==> src/rtl/id_ex_stage_pkg.sv <==
// Shared encodings and helpers for the ID/EX pipeline register.
package id_ex_stage_pkg;

    localparam logic [4:0] REG_RA = 5'd31;

    typedef enum logic [1:0] {
        JMP_NONE   = 2'b00,
        JMP_JR     = 2'b01,
        JMP_JR_FWD = 2'b10,
        JMP_JAL    = 2'b11
    } jump_e;

    typedef enum logic [3:0] {
        ALU_ADD  = 4'h0,
        ALU_SUB  = 4'h1,
        ALU_AND  = 4'h2,
        ALU_OR   = 4'h3,
        ALU_XOR  = 4'h4,
        ALU_NOR  = 4'h5,
        ALU_SLT  = 4'h6,
        ALU_SLTU = 4'h7,
        ALU_SLL  = 4'h8,
        ALU_SRL  = 4'h9,
        ALU_SRA  = 4'hA,
        ALU_LUI  = 4'hB
    } alu_op_e;

    typedef struct packed {
        logic       reg_write;
        logic       mem_to_reg;
        logic       mem_read;
        logic       mem_write;
        logic       branch;
        logic       reg_dst;
        logic       alu_src;
        logic [3:0] alu_op;
        logic [1:0] jump;
    } ctrl_t;

    // jal links into $ra; otherwise RegDst picks rt (I-type) over rd (R-type).
    function automatic logic [4:0] dest_sel(input logic [1:0] jump, input logic reg_dst,
                                            input logic [4:0] rt, input logic [4:0] rd);
        if (jump == JMP_JAL) return REG_RA;
        if (reg_dst)         return rt;
        return rd;
    endfunction

endpackage

==> src/rtl/id_ex_stage_if.sv <==
// ID-side inputs and EX-side outputs of the ID/EX register, bundled as one bus.
interface id_ex_stage_if #(parameter int DW = 32);

    logic          id_RegWrite, id_MemToReg, id_MemRead, id_MemWrite;
    logic          id_Branch, id_RegDst, id_ALUSrc;
    logic [3:0]    id_ALUOp;
    logic [1:0]    id_Jump;
    logic [4:0]    id_rs, id_rt, id_rd, id_shamt;
    logic [DW-1:0] id_rdata1, id_rdata2, id_imm, id_pc4;
    logic          flush;

    logic          ex_RegWrite, ex_MemToReg, ex_MemRead, ex_MemWrite;
    logic          ex_Branch, ex_RegDst, ex_ALUSrc;
    logic [3:0]    ex_ALUOp;
    logic [1:0]    ex_Jump;
    logic [4:0]    ex_rs, ex_rt, ex_rd, ex_shamt;
    logic [DW-1:0] ex_rdata1, ex_rdata2, ex_imm, ex_pc4;
    logic [4:0]    ex_dest;
    logic [4:0]    previous_rd;
    logic          stall;
    logic [15:0]   bubble_count;

    modport master (
        output id_RegWrite, id_MemToReg, id_MemRead, id_MemWrite, id_Branch, id_RegDst,
               id_ALUSrc, id_ALUOp, id_Jump, id_rs, id_rt, id_rd, id_shamt,
               id_rdata1, id_rdata2, id_imm, id_pc4, flush,
        input  ex_RegWrite, ex_MemToReg, ex_MemRead, ex_MemWrite, ex_Branch, ex_RegDst,
               ex_ALUSrc, ex_ALUOp, ex_Jump, ex_rs, ex_rt, ex_rd, ex_shamt,
               ex_rdata1, ex_rdata2, ex_imm, ex_pc4, ex_dest, previous_rd, stall, bubble_count
    );

    modport slave (
        input  id_RegWrite, id_MemToReg, id_MemRead, id_MemWrite, id_Branch, id_RegDst,
               id_ALUSrc, id_ALUOp, id_Jump, id_rs, id_rt, id_rd, id_shamt,
               id_rdata1, id_rdata2, id_imm, id_pc4, flush,
        output ex_RegWrite, ex_MemToReg, ex_MemRead, ex_MemWrite, ex_Branch, ex_RegDst,
               ex_ALUSrc, ex_ALUOp, ex_Jump, ex_rs, ex_rt, ex_rd, ex_shamt,
               ex_rdata1, ex_rdata2, ex_imm, ex_pc4, ex_dest, previous_rd, stall, bubble_count
    );

endinterface

==> src/rtl/id_ex_stage_hazard_detect.sv <==
// Load-use hazard: a load in EX whose destination is read by the instruction in ID.
module hazard_detect (
    input  logic       ex_mem_read,
    input  logic [4:0] ex_dest,
    input  logic [4:0] id_rs,
    input  logic [4:0] id_rt,
    input  logic       flush,
    output logic       stall
);

    // $0 is never really written, so a load targeting it cannot create a dependency.
    assign stall = ex_mem_read && (ex_dest != 5'd0)
                && ((ex_dest == id_rs) || (ex_dest == id_rt)) && !flush;

endmodule

==> src/rtl/id_ex_stage.sv <==
// ID/EX pipeline register with load-use stall detection and bubble insertion.
module id_ex_stage
    import id_ex_stage_pkg::*;
#(
    parameter int DW = 32
) (
    input  logic         clk,
    input  logic         rst,
    id_ex_stage_if.slave bus
);

    ctrl_t         id_ctrl, ex_ctrl;
    logic [4:0]    rs_q, rt_q, rd_q, shamt_q, dest_q;
    logic [DW-1:0] rdata1_q, rdata2_q, imm_q, pc4_q;
    logic [15:0]   bubble_q;
    logic          hazard, stall, bubble;

    hazard_detect u_hazard (
        .ex_mem_read (ex_ctrl.mem_read),
        .ex_dest     (dest_q),
        .id_rs       (bus.id_rs),
        .id_rt       (bus.id_rt),
        .flush       (bus.flush),
        .stall       (hazard)
    );

    assign stall  = hazard && !rst;
    assign bubble = bus.flush || stall;

    // jal forces RegWrite so the link address reaches $ra.
    assign id_ctrl = '{
        reg_write:  bus.id_RegWrite || (bus.id_Jump == JMP_JAL),
        mem_to_reg: bus.id_MemToReg,
        mem_read:   bus.id_MemRead,
        mem_write:  bus.id_MemWrite,
        branch:     bus.id_Branch,
        reg_dst:    bus.id_RegDst,
        alu_src:    bus.id_ALUSrc,
        alu_op:     bus.id_ALUOp,
        jump:       bus.id_Jump
    };

    // NOTE: non-blocking assignments so every register samples pre-edge values together.
    always_ff @(posedge clk) begin
        if (rst || bubble) begin
            ex_ctrl  <= '0;
            rs_q     <= '0;
            rt_q     <= '0;
            rd_q     <= '0;
            shamt_q  <= '0;
            dest_q   <= '0;
            rdata1_q <= '0;
            rdata2_q <= '0;
            imm_q    <= '0;
            pc4_q    <= '0;
        end else begin
            ex_ctrl  <= id_ctrl;
            rs_q     <= bus.id_rs;
            rt_q     <= bus.id_rt;
            rd_q     <= bus.id_rd;
            shamt_q  <= bus.id_shamt;
            dest_q   <= dest_sel(bus.id_Jump, bus.id_RegDst, bus.id_rt, bus.id_rd);
            rdata1_q <= bus.id_rdata1;
            rdata2_q <= bus.id_rdata2;
            imm_q    <= bus.id_imm;
            pc4_q    <= bus.id_pc4;
        end
    end

    always_ff @(posedge clk) begin
        if (rst)
            bubble_q <= '0;
        else if (bubble && (bubble_q != 16'hFFFF))
            bubble_q <= bubble_q + 16'd1;
    end

    assign bus.ex_RegWrite  = ex_ctrl.reg_write;
    assign bus.ex_MemToReg  = ex_ctrl.mem_to_reg;
    assign bus.ex_MemRead   = ex_ctrl.mem_read;
    assign bus.ex_MemWrite  = ex_ctrl.mem_write;
    assign bus.ex_Branch    = ex_ctrl.branch;
    assign bus.ex_RegDst    = ex_ctrl.reg_dst;
    assign bus.ex_ALUSrc    = ex_ctrl.alu_src;
    assign bus.ex_ALUOp     = ex_ctrl.alu_op;
    assign bus.ex_Jump      = ex_ctrl.jump;
    assign bus.ex_rs        = rs_q;
    assign bus.ex_rt        = rt_q;
    assign bus.ex_rd        = rd_q;
    assign bus.ex_shamt     = shamt_q;
    assign bus.ex_rdata1    = rdata1_q;
    assign bus.ex_rdata2    = rdata2_q;
    assign bus.ex_imm       = imm_q;
    assign bus.ex_pc4       = pc4_q;
    assign bus.ex_dest      = dest_q;
    assign bus.previous_rd  = ex_ctrl.reg_write ? dest_q : 5'd0;
    assign bus.stall        = stall;
    assign bus.bubble_count = bubble_q;

endmodule

==> src/flat_wrapper.sv <==
// flat-port wrapper written by rule: the top's interface ports become plain ports
module id_ex_stage_flat import id_ex_stage_pkg::*;
#(
    parameter int DW = 32
)
  (clk, rst, bus_id_RegWrite, bus_id_MemToReg, bus_id_MemRead, bus_id_MemWrite, bus_id_Branch, bus_id_RegDst, bus_id_ALUSrc, bus_id_ALUOp, bus_id_Jump, bus_id_rs, bus_id_rt, bus_id_rd, bus_id_shamt, bus_id_rdata1, bus_id_rdata2, bus_id_imm, bus_id_pc4, bus_flush, bus_ex_RegWrite, bus_ex_MemToReg, bus_ex_MemRead, bus_ex_MemWrite, bus_ex_Branch, bus_ex_RegDst, bus_ex_ALUSrc, bus_ex_ALUOp, bus_ex_Jump, bus_ex_rs, bus_ex_rt, bus_ex_rd, bus_ex_shamt, bus_ex_rdata1, bus_ex_rdata2, bus_ex_imm, bus_ex_pc4, bus_ex_dest, bus_previous_rd, bus_stall, bus_bubble_count);
  id_ex_stage_if #(.DW(DW)) bus_i ();
  input  logic clk;
  input  logic rst;
  input wire logic [$bits(bus_i.id_RegWrite)-1:0] bus_id_RegWrite;
  input wire logic [$bits(bus_i.id_MemToReg)-1:0] bus_id_MemToReg;
  input wire logic [$bits(bus_i.id_MemRead)-1:0] bus_id_MemRead;
  input wire logic [$bits(bus_i.id_MemWrite)-1:0] bus_id_MemWrite;
  input wire logic [$bits(bus_i.id_Branch)-1:0] bus_id_Branch;
  input wire logic [$bits(bus_i.id_RegDst)-1:0] bus_id_RegDst;
  input wire logic [$bits(bus_i.id_ALUSrc)-1:0] bus_id_ALUSrc;
  input wire logic [$bits(bus_i.id_ALUOp)-1:0] bus_id_ALUOp;
  input wire logic [$bits(bus_i.id_Jump)-1:0] bus_id_Jump;
  input wire logic [$bits(bus_i.id_rs)-1:0] bus_id_rs;
  input wire logic [$bits(bus_i.id_rt)-1:0] bus_id_rt;
  input wire logic [$bits(bus_i.id_rd)-1:0] bus_id_rd;
  input wire logic [$bits(bus_i.id_shamt)-1:0] bus_id_shamt;
  input wire logic [$bits(bus_i.id_rdata1)-1:0] bus_id_rdata1;
  input wire logic [$bits(bus_i.id_rdata2)-1:0] bus_id_rdata2;
  input wire logic [$bits(bus_i.id_imm)-1:0] bus_id_imm;
  input wire logic [$bits(bus_i.id_pc4)-1:0] bus_id_pc4;
  input wire logic [$bits(bus_i.flush)-1:0] bus_flush;
  output wire logic [$bits(bus_i.ex_RegWrite)-1:0] bus_ex_RegWrite;
  output wire logic [$bits(bus_i.ex_MemToReg)-1:0] bus_ex_MemToReg;
  output wire logic [$bits(bus_i.ex_MemRead)-1:0] bus_ex_MemRead;
  output wire logic [$bits(bus_i.ex_MemWrite)-1:0] bus_ex_MemWrite;
  output wire logic [$bits(bus_i.ex_Branch)-1:0] bus_ex_Branch;
  output wire logic [$bits(bus_i.ex_RegDst)-1:0] bus_ex_RegDst;
  output wire logic [$bits(bus_i.ex_ALUSrc)-1:0] bus_ex_ALUSrc;
  output wire logic [$bits(bus_i.ex_ALUOp)-1:0] bus_ex_ALUOp;
  output wire logic [$bits(bus_i.ex_Jump)-1:0] bus_ex_Jump;
  output wire logic [$bits(bus_i.ex_rs)-1:0] bus_ex_rs;
  output wire logic [$bits(bus_i.ex_rt)-1:0] bus_ex_rt;
  output wire logic [$bits(bus_i.ex_rd)-1:0] bus_ex_rd;
  output wire logic [$bits(bus_i.ex_shamt)-1:0] bus_ex_shamt;
  output wire logic [$bits(bus_i.ex_rdata1)-1:0] bus_ex_rdata1;
  output wire logic [$bits(bus_i.ex_rdata2)-1:0] bus_ex_rdata2;
  output wire logic [$bits(bus_i.ex_imm)-1:0] bus_ex_imm;
  output wire logic [$bits(bus_i.ex_pc4)-1:0] bus_ex_pc4;
  output wire logic [$bits(bus_i.ex_dest)-1:0] bus_ex_dest;
  output wire logic [$bits(bus_i.previous_rd)-1:0] bus_previous_rd;
  output wire logic [$bits(bus_i.stall)-1:0] bus_stall;
  output wire logic [$bits(bus_i.bubble_count)-1:0] bus_bubble_count;
  assign bus_i.id_RegWrite = bus_id_RegWrite;
  assign bus_i.id_MemToReg = bus_id_MemToReg;
  assign bus_i.id_MemRead = bus_id_MemRead;
  assign bus_i.id_MemWrite = bus_id_MemWrite;
  assign bus_i.id_Branch = bus_id_Branch;
  assign bus_i.id_RegDst = bus_id_RegDst;
  assign bus_i.id_ALUSrc = bus_id_ALUSrc;
  assign bus_i.id_ALUOp = bus_id_ALUOp;
  assign bus_i.id_Jump = bus_id_Jump;
  assign bus_i.id_rs = bus_id_rs;
  assign bus_i.id_rt = bus_id_rt;
  assign bus_i.id_rd = bus_id_rd;
  assign bus_i.id_shamt = bus_id_shamt;
  assign bus_i.id_rdata1 = bus_id_rdata1;
  assign bus_i.id_rdata2 = bus_id_rdata2;
  assign bus_i.id_imm = bus_id_imm;
  assign bus_i.id_pc4 = bus_id_pc4;
  assign bus_i.flush = bus_flush;
  assign bus_ex_RegWrite = bus_i.ex_RegWrite;
  assign bus_ex_MemToReg = bus_i.ex_MemToReg;
  assign bus_ex_MemRead = bus_i.ex_MemRead;
  assign bus_ex_MemWrite = bus_i.ex_MemWrite;
  assign bus_ex_Branch = bus_i.ex_Branch;
  assign bus_ex_RegDst = bus_i.ex_RegDst;
  assign bus_ex_ALUSrc = bus_i.ex_ALUSrc;
  assign bus_ex_ALUOp = bus_i.ex_ALUOp;
  assign bus_ex_Jump = bus_i.ex_Jump;
  assign bus_ex_rs = bus_i.ex_rs;
  assign bus_ex_rt = bus_i.ex_rt;
  assign bus_ex_rd = bus_i.ex_rd;
  assign bus_ex_shamt = bus_i.ex_shamt;
  assign bus_ex_rdata1 = bus_i.ex_rdata1;
  assign bus_ex_rdata2 = bus_i.ex_rdata2;
  assign bus_ex_imm = bus_i.ex_imm;
  assign bus_ex_pc4 = bus_i.ex_pc4;
  assign bus_ex_dest = bus_i.ex_dest;
  assign bus_previous_rd = bus_i.previous_rd;
  assign bus_stall = bus_i.stall;
  assign bus_bubble_count = bus_i.bubble_count;
  id_ex_stage #(.DW(DW)) u_core (.clk(clk), .rst(rst), .bus(bus_i));
endmodule
==> config.mk <==
export PLATFORM = sky130hd
export DESIGN_NAME = id_ex_stage_flat
export DESIGN_NICKNAME = d
export VERILOG_FILES = /design/src/rtl/id_ex_stage_pkg.sv /design/src/rtl/id_ex_stage_if.sv /design/src/rtl/id_ex_stage_hazard_detect.sv /design/src/rtl/id_ex_stage.sv /design/src/flat_wrapper.sv
export SDC_FILE = /design/constraint.sdc
export NUM_CORES = 1
export LEC_CHECK = 0
export ABC_AREA = 1
export CORE_AREA = 2 2 136 138
export DETAILED_ROUTE_END_ITERATION = 6
export DIE_AREA = 0 0 138 140
export PLACE_DENSITY = 0.72
export SLEW_MARGIN = 5
export SYNTH_ARGS = -nofsm -noshare
export SYNTH_HDL_FRONTEND = slang
export SYNTH_SLANG_ARGS = --single-unit
export TNS_END_PERCENT = 30
==> constraint.sdc <==
create_clock -name clk -period 3.6 [get_ports clk]
set_input_delay 0.72 -clock clk [delete_from_list [all_inputs] [get_ports clk]]
set_output_delay 0.72 -clock clk [all_outputs]
set_load 0.02 [all_outputs]
* After elaboration in Yosys (flattened, before gate mapping)
Index checks and enable logic that the tools add are counted.
** Word-level totals
- Register bits after elaboration :: 182
- Input bits :: 164
- Output and inout bits :: 188
- Logic and storage cells :: 46
** Operators by class
- $add $sub $neg :: 1
- Eq/ne operators :: 4
- Mux-type cells :: 10
- Reductions and logical operators :: 12
** Operators by type and width (number)
- $mux W5 :: 5
- $add A16 B1 Y16 const B :: 1
- $ne A16 B16 Y1 const B :: 1
- $eq A5 B5 Y1 :: 2
- $logic_and A1 B1 Y1 :: 5
- $mux W1 :: 5
- $reduce_bool A5 Y1 :: 1
- $logic_or A1 B1 Y1 :: 4
- $eq A2 B2 Y1 const B :: 1
- $logic_not A1 Y1 :: 2

* Depth between registers and ports, before layout
Gate-level depths: netlist of the first run.
- Word-level depth :: 12
- Depth in mapped cells :: 13
- Gate-level depth less buffers :: 12

* By module
A second synthesis of the first run with hierarchy kept.
** Unflattened totals
- Cells, all modules :: 744
- Area, all modules :: 5977.0 sq um
** Modules (own cells, without submodules)
- id_ex_stage :: instances 1, cells each 699, area each 5780.5 sq um
- hazard_detect :: instances 1, cells each 45, area each 196.4 sq um

* Least setup slack after synthesis of the first run
OpenSTA, ideal clock, no wires.
- Path kind :: input to output
- Start :: in bus_id_rt[4]
- End :: out bus_stall
- Data arrival time :: 1.280 ns
- Required time :: 2.880 ns
- Setup slack :: 1.600 ns
- Stages :: 8
- Cell sequence :: inv_1 nand2_1 nand2_1 nor2_1 nand3_1 nand2_1 nand2_2 inv_1
** Between the ends
- Longest elaborated chain between the ends :: 5
** RTL lines
- start, declared :: line flat_wrapper.sv:20 : input wire logic [$bits(bus_i.id_rt)-1:0] bus_id_rt;
- $eq A5 B5 Y1 :: line id_ex_stage_hazard_detect.sv:13 : && ((ex_dest == id_rs) || (ex_dest == id_rt)) && !flush;
- $logic_or A1 B1 Y1 :: line id_ex_stage_hazard_detect.sv:13
- $logic_and A1 B1 Y1 (2 in a row) :: line id_ex_stage_hazard_detect.sv:13
- $logic_and A1 B1 Y1 :: line id_ex_stage.sv:27 : assign stall = hazard && !rst;
- end, declared :: line flat_wrapper.sv:47 : output wire logic [$bits(bus_i.stall)-1:0] bus_stall;
Every way passes these cells.

* Worst setup path after layout of the first run
- Start :: in bus_id_rs[2]
- End :: out bus_stall
** Between the ends
- Longest elaborated chain between the ends :: 5
** RTL lines
- start, declared :: line flat_wrapper.sv:19 : input wire logic [$bits(bus_i.id_rs)-1:0] bus_id_rs;
- $eq A5 B5 Y1 :: line id_ex_stage_hazard_detect.sv:13
- $logic_or A1 B1 Y1 :: line id_ex_stage_hazard_detect.sv:13
- $logic_and A1 B1 Y1 (2 in a row) :: line id_ex_stage_hazard_detect.sv:13
- $logic_and A1 B1 Y1 :: line id_ex_stage.sv:27
Every way passes these cells.

==> metrics.csv, run 1 <==
stage,metric,value,unit
critical_path,Worst path depth,10,
clocking,clk buf depth,2,
synthesis,Syn Nets,892,
sta,Tightest Pin Transition,0.625,ns
synthesis,"FFs w/ async S/R, synth",0,%
floorplan,Die ar.,19300,um^2
pwr,Peak supply drop,0.332,mV
sta,final setup TNS,0,ns
synthesis,Post-Syn Instances,727,
floorplan,row count,49,
run_status,status,finished clean,
clocking,Post-CTS Setup Inserts,0,
critical_path,Slowest cell on crit path,clkdlybuf4s50_1,
grt,first-pass GRT wire length,27.3,mm
grt,grt ovf,0,
place,HPWL after DPL,13.6,mm
cells_and_area,share of cells above drive strength 1,3.58,%
grt,met3 Usage GRT,8.21,%
sta,Final Slew Violations,0,
synthesis,most common cell in the netlist,nor2_1,
floorplan,# IOs,352,
critical_path,CP Max Fanout,4,
synthesis,"Cell Area, Synth",5910,um^2
grt,vias in the first global route,5177,
sta,count of final setup violators,0,
detailed_routing,Routed Antenna Nets,0,
critical_path,CP startpoint,bus_id_rs[2],
synthesis,Synth top area share,61.7,%
floorplan,starting density of the core,33.2,%
detailed_routing,Pre-antenna DRT Iters,5,
floorplan,Die Y-Extent,140,um
detailed_routing,via count,5397,
clocking,Clk Tree Root Cell,clkbuf_16,
synthesis,"Seq/Total Area, Yosys",61.7,%
synthesis,Post-Syn Area per Cell,8.13,um^2
clocking,clock-pin transition on the worst setup and hold timing paths,0.07,ns
grt,Total GRT Usage,18.2,%
critical_path,crit start category,primary input,
synthesis,Area contributors post-synth,"dfxtp_1 62%, nor2_1 13%, inv_1 12%",
synthesis,Synth Flop Type,dfxtp_1,
sta,final hold slack,0.542,ns
synthesis,"top cells by count, synth","200 x nor2_1, 191 x inv_1, 182 x dfxtp_1",
sta,Final Cycle Share,90.7,%
sta,Setup Skew,0.0151,ns
grt,largest net degree at the start of global routing,123,
sta,FMAX,306,MHz
cells_and_area,fillers,1631,
sta,min setup slack post-route,0.334,ns
detailed_routing,Vias/cell,4.09,
synthesis,Post-synth EDFFs,0,
clocking,CTS resizes,0,
grt,GRT busiest layer,met2,
grt,met1 Track Usage GR,19.2,%
grt,met2 Track Usage GR,31.3,%
critical_path,Critical Path End,bus_stall,
critical_path,Worst Reg-to-Reg Cells,10,
critical_path,CP required,2.88,ns
critical_path,RR Endpoint,u_core.bus.ex_rs[3]$_SDFF_PP0_,
grt,initial antenna violation count,3,
detailed_routing,Initial DRC Count,212,
critical_path,"Cell Chain, Critical Path",clkdlybuf4s50_1 > inv_1 > nand2_1 > nand2_1 > nor2_1 > nand3_1 > nand2_1 > nand2_2 > inv_1 > clkdlybuf4s50_1,
detailed_routing,average wire per standard cell,13.3,um
synthesis,cell taking the most area after synthesis,dfxtp_1,
pwr,PD cells,452,nW/um^2
synthesis,Synthesis Warnings,0,
critical_path,Crit path arrival time,2.55,ns
synthesis,count of different cell masters after synthesis,20,
detailed_routing,Residual DRC,0,
clocking,number of CTS-inserted buffers,17,
clocking,Clock Sinks,182,
critical_path,"Buf+Inv Stages, Crit Path",4,
critical_path,Reg2Reg Setup Slack,1.52,ns
critical_path,critical path's largest stage delay,0.60,ns
synthesis,Seq cells post-synth,182,
pwr,static leakage,4.81,nW
clocking,H-tree Lvls,4,
cells_and_area,Area growth syn-to-layout,72.1,%
clocking,"Clk Latency, worst-skew pair",0.42,ns
critical_path,Setup CP Type,in2out,
sta,Final Hold Viols,0,
critical_path,"delay-heaviest family, CP",buffers and inverters,
critical_path,reg-to-reg startpoint,u_core.bus.ex_dest[3]$_SDFF_PP0_,
clocking,# hold bufs at CTS,0,
critical_path,crit path capture type,output port,
detailed_routing,final WL,17.5,mm
sta,Slew Limit Headroom,58.3,%
sta,Tmin final,3.27,ns
cells_and_area,final layout net count,1240,
worst_hold_path,hold_sp,u_core.bus.bubble_count[1]$_SDFFE_PP0P_,
worst_hold_path,Hold WC Path Type,reg2reg,
floorplan,core area,17800,um^2
sta,unrepaired setup endpoints after global routing,no,
pwr,Tot Pwr,4.60,mW
job,Max Cap Viol,0,
cells_and_area,final core utilization,57.2,%
place,GP Congestion,0.888,
critical_path,most frequent CP cell,nand2_1,
place,number of port buffers,351,
place,DP Worst Slack,0.293,ns
clocking,CTS tree,done,
floorplan,die width,138,um
[cell families (layout without fill, tap and decap cells)]
| family | after synthesis | count (layout) | share of synthesized area [%] |
|---|---|---|---|
| xor gates and xnor gates | 2 | 2 | 0.297 |
| buffers and inverters | 216 | 577 | 15.4 |
| AOI/OAI and AO/OA | 28 | 28 | 2.37 |
| adders and majority gates | 1 | 1 | 0.212 |
| other | 0 | 1 | 0 |
| and+or+nand+nor | 298 | 298 | 20.1 |
| DFF | 182 | 182 | 61.7 |
[through the flow]
step                cells  instance area [um^2]
CTS                  1317                 10200
global placement     1285                  9560
finish               1318                 10200
floorplan             727                  5910
detailed placement   1285                  9560
global route         1318                 10200
[worst min-delay path by stage]
stage / to / slack [ns] / cells after the start
4_1_cts: u_core.bus.bubble_count[1]$_SDFFE_PP0P_ / 0.54 / 2
5_1_grt: u_core.bus.bubble_count[8]$_SDFFE_PP0P_ / 0.58 / 2
2_1_floorplan: u_core.bus.bubble_count[4]$_SDFFE_PP0P_ / 0.60 / 2
3_3_place_gp: u_core.bus.bubble_count[1]$_SDFFE_PP0P_ / 0.52 / 2
6_report: u_core.bus.bubble_count[1]$_SDFFE_PP0P_ / 0.54 / 2
3_5_place_dp: u_core.bus.bubble_count[1]$_SDFFE_PP0P_ / 0.53 / 2
[where the power goes]
part | switching (mW) | internal (mW)
combinational | 0.260 | 0.325
clock | 0.893 | 1.00
sequential | 0.0277 | 2.09
[routing by layer]
layer / wire length (um) / part of all wire [%]
met1: 6840 / 39
met2: 8440 / 48
met3: 1760 / 10
met4: 483 / 2.8
met5: 13 / 0.074
[cells in the final DEF (no fill, tap or decap)]
| master | n |
|---|---|
| inv_6 | 2 |
| clkinv_4 | 3 |
| nand2_4 | 1 |
| inv_2 | 1 |
| nand3_1 | 22 |
| nor3_1 | 2 |
| inv_1 | 191 |
| buf_12 | 1 |
| clkdlybuf4s50_1 | 351 |
| inv_8 | 5 |
| nand2_1 | 63 |
| xnor2_1 | 2 |
| o21ai_0 | 5 |
| nand4_1 | 4 |
| nor2_1 | 200 |
| nand2_2 | 2 |
| nand2b_1 | 1 |
| clkinv_8 | 3 |
| dfxtp_1 | 182 |
| nand3b_1 | 2 |
| buf_4 | 1 |
| a21oi_1 | 23 |
| bufinv_16 | 1 |
| nor3_4 | 1 |
| diode_2 | 1 |
| clkbuf_16 | 17 |
| ha_1 | 1 |
| clkinvlp_4 | 1 |
[registers in the layout (all words and copies together), names as in the netlist]
name                     flops
u_core.bus.ex_shamt          5
u_core.bus.ex_rs             5
u_core.bus.ex_RegDst         1
u_core.bus.ex_imm           32
u_core.bus.ex_ALUSrc         1
u_core.bus.ex_MemToReg       1
u_core.bus.ex_rdata1        32
u_core.bus.ex_rdata2        32
u_core.bus.ex_Jump           2
u_core.bus.ex_pc4           32
u_core.bus.ex_RegWrite       1
u_core.bus.ex_dest           5
u_core.bus.ex_rd             5
u_core.bus.ex_MemWrite       1
u_core.bus.ex_Branch         1
u_core.bus.ex_rt             5
u_core.bus.ex_MemRead        1
u_core.bus.ex_ALUOp          4
u_core.bus.bubble_count     16
[layout make-up]
cell class / instances / area [um^2] / area share, %
Antenna cell: 1 / 2.50 / 0.0246
Clock buffer: 17 / 425 / 4.18
Clock inverter: 15 / 186 / 1.83
Inverter: 192 / 721 / 7.09
Multi-Input combinational cell: 329 / 1360 / 13.4
Sequential cell: 182 / 3640 / 35.8
Tap cell: 229 / 287 / 2.82
Timing Repair Buffer: 353 / 3540 / 34.8
[worst reg2reg max path, delay by kind of cell, from the launching register on]
kind                   cells  cell delay, ns
AND/OR/NAND/NOR            8            1.00
buffers and inverters      2            0.45
flip-flops                 1            0.47
No activity file was read; power rests on OpenSTA's default activity.
==> run 2: changes to the inputs <==
Settings changed: CORE_AREA 2 2 136 138 to 2 2 138 140, DIE_AREA 0 0 138 140 to 0 0 140 142, PLACE_DENSITY 0.72 to 0.78.
Clock period 3.6 ns to 3.2 ns, I/O delays scaled along.
==> metrics.csv, run 2 (synthesis gave the netlist of run 1 again) <==
stage,metric,value,unit,change
clocking,"Clk Latency, worst-skew pair",0.42,ns,about the same
sta,min setup slack post-route,0.189,ns,-0.145 ns
clocking,CTS resizes,0,,unchanged
sta,Tightest Pin Transition,0.519,ns,-0.106 ns
sta,Tmin final,3.01,ns,
cells_and_area,"commonest cells after routing, fill and taps aside","351 x clkdlybuf4s50_1, 200 x nor2_1, 191 x inv_1, 182 x dfxtp_1, 63 x nand2_1",,
critical_path,Crit path arrival time,2.37,ns,-0.18 ns
sta,Final Cycle Share,94.1,%,
clocking,# hold bufs at CTS,0,,unchanged
clocking,H-tree Lvls,4,,unchanged
critical_path,Slowest cell on crit path,clkdlybuf4s50_1,,
grt,Total GRT Usage,16.9,%,-1.3 points
job,Max Cap Viol,0,,unchanged
place,DP Worst Slack,0.161,ns,-0.132 ns
clocking,number of CTS-inserted buffers,17,,unchanged
critical_path,Setup CP Type,in2out,,
place,number of port buffers,351,,unchanged
cells_and_area,Area growth syn-to-layout,72.1,%,unchanged
critical_path,CP Max Fanout,3,,-1
sta,Setup Skew,0.0114,ns,-0.00365 ns
critical_path,most frequent CP cell,nand2_1,,
cells_and_area,share of cells above drive strength 1,3.76,%,+0.18 points
sta,Final Slew Violations,0,,unchanged
place,HPWL after DPL,13.3,mm,-2.9%
run_status,failing checks,design-rule violations,,
sta,Slew Limit Headroom,65.3,%,+6.9 points
cells_and_area,"commonest non-fill, non-tap cell in the layout",clkdlybuf4s50_1,,
critical_path,crit path capture type,output port,,
clocking,Post-CTS Setup Inserts,0,,unchanged
clocking,clk buf depth,2,,unchanged
sta,Final Hold Viols,0,,unchanged
floorplan,# IOs,352,,unchanged
floorplan,die width,140,um,+1.4%
clocking,clock-pin transition on the worst setup and hold timing paths,0.07,ns,about the same
place,GP Congestion,0.810,,-8.8%
detailed_routing,Pre-antenna DRT Iters,7,,+2
critical_path,critical path's largest stage delay,0.60,ns,about the same
grt,largest net degree at the start of global routing,72,,-41%
floorplan,core area,18500,um^2,+3.8%
grt,first-pass GRT wire length,26.1,mm,-4.6%
sta,unrepaired setup endpoints after global routing,no,,
detailed_routing,average wire per standard cell,12.8,um,-3.6%
detailed_routing,final WL,17.0,mm,-3.0%
sta,final setup TNS,0,ns,unchanged
pwr,Peak supply drop,0.343,mV,+3.3%
pwr,static leakage,4.81,nW,about the same
detailed_routing,Vias/cell,4.03,,-1.5%
cells_and_area,final layout net count,1243,,+0.24%
floorplan,Die Y-Extent,142,um,+1.4%
detailed_routing,via count,5343,,-1.0%
grt,initial antenna violation count,1,,-2
critical_path,"Cell Chain, Critical Path",clkdlybuf4s50_1 > inv_1 > nand2_1 > nand2_1 > nor2_1 > nand3_1 > nand2_1 > nand2_2 > inv_1 > clkdlybuf4s50_1,,
pwr,PD cells,494,nW/um^2,+9.4%
grt,grt ovf,0,,unchanged
sta,FMAX,332,MHz,
clocking,CTS tree,done,,
clocking,Clk Tree Root Cell,clkbuf_16,,
floorplan,starting density of the core,32.0,%,-1.2 points
clocking,Clock Sinks,182,,unchanged
critical_path,crit start category,primary input,,
critical_path,CP required,2.56,ns,-0.32 ns
detailed_routing,Residual DRC,26,,+26
grt,vias in the first global route,5147,,-0.58%
cells_and_area,post-route insts no fill,1325,,+0.53%
detailed_routing,Routed Antenna Nets,0,,unchanged
floorplan,Die ar.,19900,um^2,+2.9%
detailed_routing,Initial DRC Count,237,,+12%
worst_hold_path,Hold WC Path Type,reg2reg,,
cells_and_area,fillers,1617,,-0.86%
place,DP Cell Count,1293,,+0.62%
run_status,status,finished with violations,,
floorplan,row count,50,,+2.0%
sta,count of final setup violators,0,,unchanged
## run 2: changes by cell type in the layout (fill, tap and decap cells not counted), sizes merged
cell,before,now
clkinv,6,5
buf,2,5
bufinv,1,0
inv,199,200
## run 2: worst max-delay path, delay by kind of cell
| kind | cells | cell delay (ns) |
|---|---|---|
| AND/OR/NAND/NOR | 6 | 0.51 |
| buffers and inverters | 4 | 1.22 |
## run 2: stage by stage
step	hold WS, ns	utilization, %	power (mW)	cell area, um^2
floorplan	0.596	-	2.69	5910
global placement	0.515	52.1	3.10	9610
detailed placement	0.528	52.1	3.11	9610
CTS	0.543	55.1	5.10	10200
global route	0.563	55.1	5.24	10200
finish	0.534	55.1	5.03	10200
## run 2: layer usage
| layer | track usage [%] | up-vias | part of all wire, % |
|---|---|---|---|
| met3 | 7.20 | 23 | 11 |
| met1 | 18.1 | 2322 | 39 |
| li1 | - | 2756 | - |
| met4 | 7.81 | 0 | 2.6 |
| met5 | 0 | - | 0 |
| met2 | 28.9 | 242 | 48 |
## run 2: layout make-up
cell class              count  area [um^2]  share of cell area [%]
clock buffers              17          425                    4.18
clock inverters            14          133                    1.30
multi-input cells         329         1360                    13.4
repair buffers            356         3590                    35.3
flip-flops and latches    182         3640                    35.8
inverters                 192          721                    7.09
well taps                 234          293                    2.88
diodes                      1         2.50                  0.0246
## run 2: worst paths after layout
path / start / endpoint / slack, ns / depth (start not counted)
min: u_core.bus.bubble_count[7]$_SDFFE_PP0P_ / u_core.bus.bubble_count[7]$_SDFFE_PP0P_ / 0.53 / 2
min reg2reg: u_core.bus.bubble_count[7]$_SDFFE_PP0P_ / u_core.bus.bubble_count[7]$_SDFFE_PP0P_ / 0.53 / 2
max: bus_id_rt[4] / bus_stall / 0.19 / 10
max reg2reg: u_core.bus.bubble_count[0]$_SDFFE_PP0P_ / u_core.bus.bubble_count[15]$_SDFFE_PP0P_ / 1.12 / 8
## run 2: power breakdown
part	switching [mW]	internal (mW)	total (mW)
Clock	0.953	1.03	1.98
Combinational	0.295	0.370	0.665
Sequential	0.0313	2.35	2.38
Total	1.28	3.75	5.03
==> run 3: changes to the inputs <==
Settings changed: SLEW_MARGIN 5 to not set.
==> results of run 3 <==
Final layout, timing and power as in run 2 (identical DEF).
